File: src/rtl/uart_clk_div_gen.sv
// rtl/uart_clk_div_gen.sv - UART sampling-clock divider with tick and registered divided clock
// Optional macro CLKDIV_ERR_STATUS_EN enables the sticky o_cfg_err flag.
module uart_clk_div_gen #(
  parameter int PRESCALE_WIDTH  = 6,
  parameter int DIV_RATIO_WIDTH = 8,
  parameter int MAX_PRESCALE    = 32,
  parameter int PRESCALE_MIN    = 4
) (
  input  logic                       i_clk,
  input  logic                       i_rst,
  input  logic                       i_enable,
  input  logic                       i_mode,
  input  logic [PRESCALE_WIDTH-1:0]  i_prescale,
  input  logic [DIV_RATIO_WIDTH-1:0] i_div_ratio,
  input  logic                       i_err_clr,
  output logic                       o_div_tick,
  output logic                       o_div_clk,
  output logic [DIV_RATIO_WIDTH-1:0] o_ratio_active,
  output logic                       o_cfg_err
);

  typedef enum logic [1:0] {
    ST_IDLE = 2'd0,
    ST_LOAD = 2'd1,
    ST_RUN  = 2'd2
  } state_e;

  state_e                     state_q, state_d;
  logic [DIV_RATIO_WIDTH-1:0] cnt_q, cnt_d;
  logic [DIV_RATIO_WIDTH-1:0] ratio_q, ratio_d;
  logic [DIV_RATIO_WIDTH-1:0] tbl_ratio;
  logic [DIV_RATIO_WIDTH-1:0] r_new;
  logic [DIV_RATIO_WIDTH:0]   half_d;
  logic                       tbl_legal;
  logic                       tick;
  logic                       div_clk_q, div_clk_d;
  logic                       err_q, err_d;

  // Legal prescales are single powers of two, so the ratio is a shift of MAX_PRESCALE.
  always_comb begin
    tbl_legal = 1'b0;
    tbl_ratio = '0;
    for (int i = 0; i < PRESCALE_WIDTH; i++) begin
      if ((1 << i) >= PRESCALE_MIN && (1 << i) <= MAX_PRESCALE &&
          i_prescale == PRESCALE_WIDTH'(1 << i)) begin
        tbl_legal = 1'b1;
        tbl_ratio = DIV_RATIO_WIDTH'(MAX_PRESCALE >> i);
      end
    end
  end

  always_comb begin
    r_new = DIV_RATIO_WIDTH'(1);
    if (i_mode) begin
      if (i_div_ratio != '0) r_new = i_div_ratio;
    end else if (tbl_legal) begin
      r_new = tbl_ratio;
    end
  end

  assign tick = (state_q == ST_RUN) && (cnt_q == ratio_q - 1'b1);

  always_comb begin
    state_d = state_q;
    cnt_d   = cnt_q;
    ratio_d = ratio_q;
    case (state_q)
      ST_IDLE: begin
        cnt_d = '0;
        if (i_enable) state_d = ST_LOAD;
      end
      ST_LOAD: begin
        ratio_d = r_new;
        cnt_d   = '0;
        state_d = i_enable ? ST_RUN : ST_IDLE;
      end
      ST_RUN: begin
        if (!i_enable) begin
          state_d = ST_IDLE;
          cnt_d   = '0;
        end else if (tick) begin
          cnt_d   = '0;
          ratio_d = r_new;
        end else begin
          cnt_d = cnt_q + 1'b1;
        end
      end
      default: begin
        state_d = ST_IDLE;
        cnt_d   = '0;
      end
    endcase
  end

  // Divided clock is registered from next-state so it lines up with cnt in the same cycle.
  assign half_d    = ({1'b0, ratio_d} + 1'b1) >> 1;
  assign div_clk_d = (state_d == ST_RUN) && ({1'b0, cnt_d} < half_d);

`ifdef CLKDIV_ERR_STATUS_EN
  logic cfg_illegal;
  logic capture;
  assign cfg_illegal = i_mode ? (i_div_ratio == '0) : !tbl_legal;
  assign capture     = (state_q == ST_LOAD) || ((state_q == ST_RUN) && i_enable && tick);
  assign err_d       = (capture && cfg_illegal) || (err_q && !i_err_clr);
`else
  assign err_d = err_q && !i_err_clr;
`endif

  always_ff @(posedge i_clk) begin
    if (i_rst) begin
      state_q   <= ST_IDLE;
      cnt_q     <= '0;
      ratio_q   <= DIV_RATIO_WIDTH'(1);
      div_clk_q <= 1'b0;
      err_q     <= 1'b0;
    end else begin
      state_q   <= state_d;
      cnt_q     <= cnt_d;
      ratio_q   <= ratio_d;
      div_clk_q <= div_clk_d;
      err_q     <= err_d;
    end
  end

  assign o_div_tick     = tick;
  assign o_div_clk      = div_clk_q;
  assign o_ratio_active = ratio_q;
  assign o_cfg_err      = err_q;

endmodule

File: config.mk
export PLATFORM = sky130hd
export DESIGN_NAME = uart_clk_div_gen
export DESIGN_NICKNAME = d
export VERILOG_FILES = /design/src/rtl/uart_clk_div_gen.sv
export SDC_FILE = /design/constraint.sdc
export NUM_CORES = 1
export LEC_CHECK = 0
export CORE_MARGIN = 1.5
export CORE_UTILIZATION = 45
export DETAILED_ROUTE_END_ITERATION = 6
export HOLD_SLACK_MARGIN = 0.1
export PLACE_DENSITY = 0.7
export SETUP_SLACK_MARGIN = 0.4
export SLEW_MARGIN = 20
export SYNTH_ARGS = -nofsm -noshare
export SYNTH_HDL_FRONTEND = slang
export SYNTH_SLANG_ARGS = --single-unit
File: constraint.sdc
create_clock -name i_clk -period 7.5 [get_ports i_clk]
set_input_delay 0.75 -clock i_clk [delete_from_list [all_inputs] [get_ports i_clk]]
set_output_delay 0.75 -clock i_clk [all_outputs]
set_load 0.1 [all_outputs]
== Word level (Yosys, flattened, before mapping) ==
Cells that the tools add are included.
Word-level totals
  bits in registers: 20
  logic and storage cells: 44
  bits of input ports: 19
  output and inout bits: 11
Operators by class
  magnitude comparators: 1
  muxes and demuxes: 21
  add/subtract/negate cells: 3
  reductions and logical operators: 6
  equality and inequality tests: 8
Operators with widths (count)
  two-way mux 8 bit: 8
  two-way mux 4 bit: 4
  case mux 8 bit (2 select lines): 1
  adder 8 x 1 -> 9 bit, second input constant: 1
  adder 8 x 1 -> 8 bit, second input constant: 1
  equality test 8 bit: 1
  less-than comparator 8 bit: 1
  nonzero test 8 bit: 1
  subtractor 8 x 1 -> 8 bit, second input constant: 1
  equality test 6 x 3 -> 1 bit, second input constant: 1
  equality test 6 x 4 -> 1 bit, second input constant: 1
  equality test 6 x 5 -> 1 bit, second input constant: 1
  equality test 6 bit, second input constant: 1
  two-way mux 2 bit: 3
  case mux 2 bit (3 select lines): 1
  equality test 2 bit, second input constant: 2
  two-way mux 1 bit: 4
  logical AND 1 bit: 3
  equality test 2 x 1 -> 1 bit, second input constant: 1
  logical NOT 2 bit: 1
  logical NOT 1 bit: 1

== Longest topological paths before layout ==
  word-level depth: 13
  gate-level depth with buffers: 21
  depth with buffers taken out: 18

== Worst setup path before layout ==
No wires, ideal clock.
  kind: reg2reg
  start: reg ratio_q[0] (netlist: o_ratio_active[0])
  end: reg div_clk_q (netlist: o_div_clk)
  cell stages (with the launch flop): 21
  required time: 7.412 ns
  clock period less this slack: 5.483 ns
  slack: 2.017 ns
  data arrival time: 5.395 ns
  path buffers: 3
  library setup time: 0.088 ns
  path through: dfxtp_1 > buf_2 > inv_1 > ha_1 > buf_2 > nor2b_1 > or3_1 > a31o_2 > a211oi_4 > a31oi_1 > buf_4 > a22o_4 > ha_1 > nand3_2 > nor2_1 > xnor2_1 > ha_1 > and4_1 > a21oi_1 > o21ai_0 > a311oi_2
On the way
  cells in the longest elaborated chain, start to end: 9
  elaborated cells between the ends (all ways): 12
  those cells by class: 2 x add/sub; 1 x order compare; 1 x eq/ne; 6 x mux; 2 x reduce/logical
Ends and longest elaborated chain
  start: declaration: line 30  | logic [DIV_RATIO_WIDTH-1:0] ratio_q, ratio_d;
  start signal: assignment: line 119  | ratio_q <= ratio_d;
  subtractor 8 x 1 -> 8 bit: line 61  | assign tick = (state_q == ST_RUN) && (cnt_q == ratio_q - 1'b1);
  equality test 8 bit: line 61
  logical AND 1 bit: line 61
  via o_div_tick: line 16  | output logic o_div_tick,
  two-way mux 8 bit: line 81  | end else if (tick) begin
  two-way mux 8 bit: line 78  | if (!i_enable) begin
  case mux 8 bit (2 select lines): line 67  | case (state_q)
  via ratio_d[0]: line 30
  adder 8 x 1 -> 9 bit: line 96  | assign half_d = ({1'b0, ratio_d} + 1'b1) >> 1;
  less-than comparator 8 bit: line 97  | assign div_clk_d = (state_d == ST_RUN) && ({1'b0, cnt_d} < half_d);
  logical AND 1 bit: line 97
  end signal: assignment: line 120  | div_clk_q <= div_clk_d;
  end: declaration: line 36  | logic div_clk_q, div_clk_d;
The timed path passes the listed nets, and every way through them passes these cells.
A chain may end at the register's enable or synchronous reset.

== Final worst setup path ==
  start: reg ratio_q[0] (netlist: o_ratio_active[0])
  end: reg div_clk_q (netlist: o_div_clk)
On the way
  cells in the longest elaborated chain, start to end: 9
  elaborated cells between the ends (all ways): 12
  those cells by class: 2 x add/sub; 1 x order compare; 1 x eq/ne; 6 x mux; 2 x reduce/logical
Ends and longest elaborated chain (line)
  subtractor 8 x 1 -> 8 bit: 61
  equality test 8 bit: 61
  logical AND 1 bit: 61
  two-way mux 8 bit: 81
  two-way mux 8 bit: 78
  case mux 8 bit (2 select lines) (*): 67
  via ratio_d[0]: 30
  adder 8 x 1 -> 9 bit (*): 96
  less-than comparator 8 bit (*): 97
  logical AND 1 bit (*): 97
Mark *: on every way through the listed nets, which the timed path passes. The rest lies on a longest branch.

==> impl_metrics.yaml <==
power:
  p_total_w: 0.0002845
  leakagePower_nw: 0.7457
  p_per_area_mw_per_mm2: 142.2
  ir_worst_vdd_mv: 0.09353
clock_network:
  clockRootBuffer: "clkbuf_4"
  cts.sinks: 20
  clock_path_buffers: 2
  cts_buffers: 3
  clkLatencyLatePin_ps: 320
  hold_buffers: 0
  cts_tree: "built"
  cts_setup_buffers: 0
  cts-htree-levels: 1
  path_clk_slew_ps: 130
  post_cts_resized: 0
global_routing:
  busiest_layer: "met2"
  gr-usage-all-layers_pct: 21.91
  grt_max_degree: 20
  use_met1_pct: 26.96
  antenna_found_initial: 0
  met2_usage_pct: 38.68
  grt_pass1_vias: 1506
  grt_pass1_wl_um: 7010
  met3_usage_pct: 4.286
  grt_overflow_total: 0
yosys:
  syn_area_per_cell_um2: 8.620
  synthDominantAreaCellType: "dfxtp_1"
  synthDistinctLibCells: 50
  yosys_warnings: 0
  syn-cell-area_mm2: 0.001638
  ys_ff_latch: 20
  synth_common_cells: "dfxtp_1 (20), nor2_1 (15), ha_1 (14)"
  yosysSeqAreaShare_pct: 24.45
  syn_inst: 190
  synthTopCellsByArea: "dfxtp_1 (24%), ha_1 (11%), xnor2_1 (6.4%), xor2_1 (4.3%), nor3_1 (4.0%)"
  synth_top_area_share_pct: 24.45
  synth_nets: 223
  synth_edf_count: 0
  synthArstFlopShare_pct: 0
  ys.flop_type: "dfxtp_1"
  yosysMostFrequentCell: "dfxtp_1"
sta:
  skew_ps: 10.52
  final_max_slew_viol_count: 0
  fin_hold_ws_ps: 475.9
  fin_crit_sh_pct: 60.43
  setup_viol: 0
  fin_tns_setup_ps: 0
  fmax_mhz: 220.6
  finalHoldViolCount: 0
  slew_headroom_pct: 25.29
  rsz0062_at_grt: "no"
  tightest_slew_ps: 1115
  period_needed_ps: 4532
layout:
  area_growth_pct: 22.15
  n_fill_cell: 300
  antennaDiodeCount: 0
  stdcell_area_mm2: 0.002001
  drive_gt1_share_pct: 8.837
  nets: 249
routing:
  drtPass1Iterations: 4
  via_count: 1514
  drc: 0
  drt_iter0_markers: 135
  ant_nets: 0
  via_per_inst: 5.801
  wl_per_cell_um: 16.04
  totalWireLength_um: 4187
floorplan:
  core_mm2: 0.003416
  die_area_mm2: 0.004011
  rows: 21
  die_h_um: 63.33
  start_util_pct: 47.95
  top_level_ports: 30
  die_x_um: 63.33
place:
  numPortBuffers: 29
  place_congestion: 0.9528
  dpl.hpwl_um: 3343
  place_area_mm2: 0.001948
outcome:
  status: "finished clean"
setup_path:
  required_ps: 7730
  cp-start-kind: "flop"
  cp-end-kind: "flop"
  worstPathMaxFanout: 11
  criticalPathCategory: "flop to flop"
  crit_arrival_ps: 4770
min_path:
  min_path_type: "flop to flop"
run:
  maxCapViolCount: 0
-- cells in the final DEF, fill, tap and decap left out, types with 2 or more instances in the layout --
cell	instances
inv_1	9
o21ai_0	4
nor2_1	15
nor2b_1	10
xnor2_1	12
dfxtp_1	20
a31oi_1	3
nor3b_1	2
nand3_1	8
nand4_1	2
clkbuf_4	3
a22o_1	4
ha_1	14
a21oi_1	9
clkdlybuf4s50_1	29
a22o_4	3
nor3_1	13
nand2b_1	2
a22oi_1	2
nand2_1	6
nor4_1	2
o21bai_1	3
a21o_1	2
and3_1	4
xor2_1	8
a32o_1	2
-- worst paths after layout --
| kind | slack, ps | cells past startpoint | startpoint | to |
|---|---|---|---|---|
| max reg2reg | 2970 | 17 | o_ratio_active[0]$_SDFF_PP1_ | o_div_clk$_SDFF_PP0_ |
| min reg2reg | 480 | 1 | o_cfg_err$_SDFF_PP0_ | o_cfg_err$_SDFF_PP0_ |
| max | 2970 | 17 | o_ratio_active[0]$_SDFF_PP1_ | o_div_clk$_SDFF_PP0_ |
| min | 480 | 1 | o_cfg_err$_SDFF_PP0_ | o_cfg_err$_SDFF_PP0_ |
-- routing by layer --
layer / vias to the layer above / routed length (um)
li1: 739 / -
met1: 736 / 1873
met2: 30 / 2085
met3: 9 / 165
met4: 0 / 63
met5: - / 0
-- cell type report --
class | count | area (um^2) | share of cell area [%]
clock buffer | 3 | 22.52 | 1.126
tap | 46 | 57.56 | 2.877
sequential | 20 | 400.4 | 20.01
clock inverter | 1 | 30.03 | 1.501
multi-input combinational | 153 | 1166 | 58.29
inverter | 9 | 33.78 | 1.689
timing repair buffer | 29 | 290.3 | 14.51
-- cells by family (layout without fill, tap and decap cells) --
family / count (synthesis) / in the layout / synth area share, %
fa+ha+maj: 14 / 14 / 10.70
flops: 20 / 20 / 24.45
buf+inv: 17 / 42 / 4.354
simple gates: 75 / 75 / 27.12
xor+xnor: 20 / 20 / 10.70
compound gates: 44 / 44 / 22.69
-- registers in the layout (all words and copies together), names as in the netlist --
register,count
o_div_clk,1
state_q,2
o_ratio_active,8
o_cfg_err,1
cnt_q,8
-- stage by stage --
| step | setup WS [ps] | cells | utilization (%) |
|---|---|---|---|
| final | 2968 | 261 | 58.57 |
| after global placement | 3336 | 257 | 57.03 |
| after floorplan | 2017 | 190 | - |
| after detailed placement | 3039 | 257 | 57.03 |
| after global routing | 2694 | 261 | 58.57 |
| after CTS | 3004 | 261 | 58.57 |
-- power breakdown --
| part | leakage [nW] | internal (W) | switching, W | total [W] |
|---|---|---|---|---|
| Combinational | 0.556 | 0.0000347 | 0.0000456 | 0.0000803 |
| Clock | 0.0279 | 0.0000541 | 0.0000368 | 0.0000909 |
| Sequential | 0.162 | 0.000109 | 0.00000458 | 0.000113 |
-- worst max-delay path: stages, from the launching register on --
cell	delay, ps
dfxtp_1	520
inv_1	80
ha_1	300
nor2b_1	160
or3_1	340
a31o_2	260
a211oi_4	350
a31oi_1	440
a22o_4	430
ha_1	230
nand3_2	90
nor2_1	70
xnor2_1	200
ha_1	280
and4_1	210
a21oi_1	150
o21ai_0	120
a311oi_2	230
No activity file was read; power rests on OpenSTA's default activity.
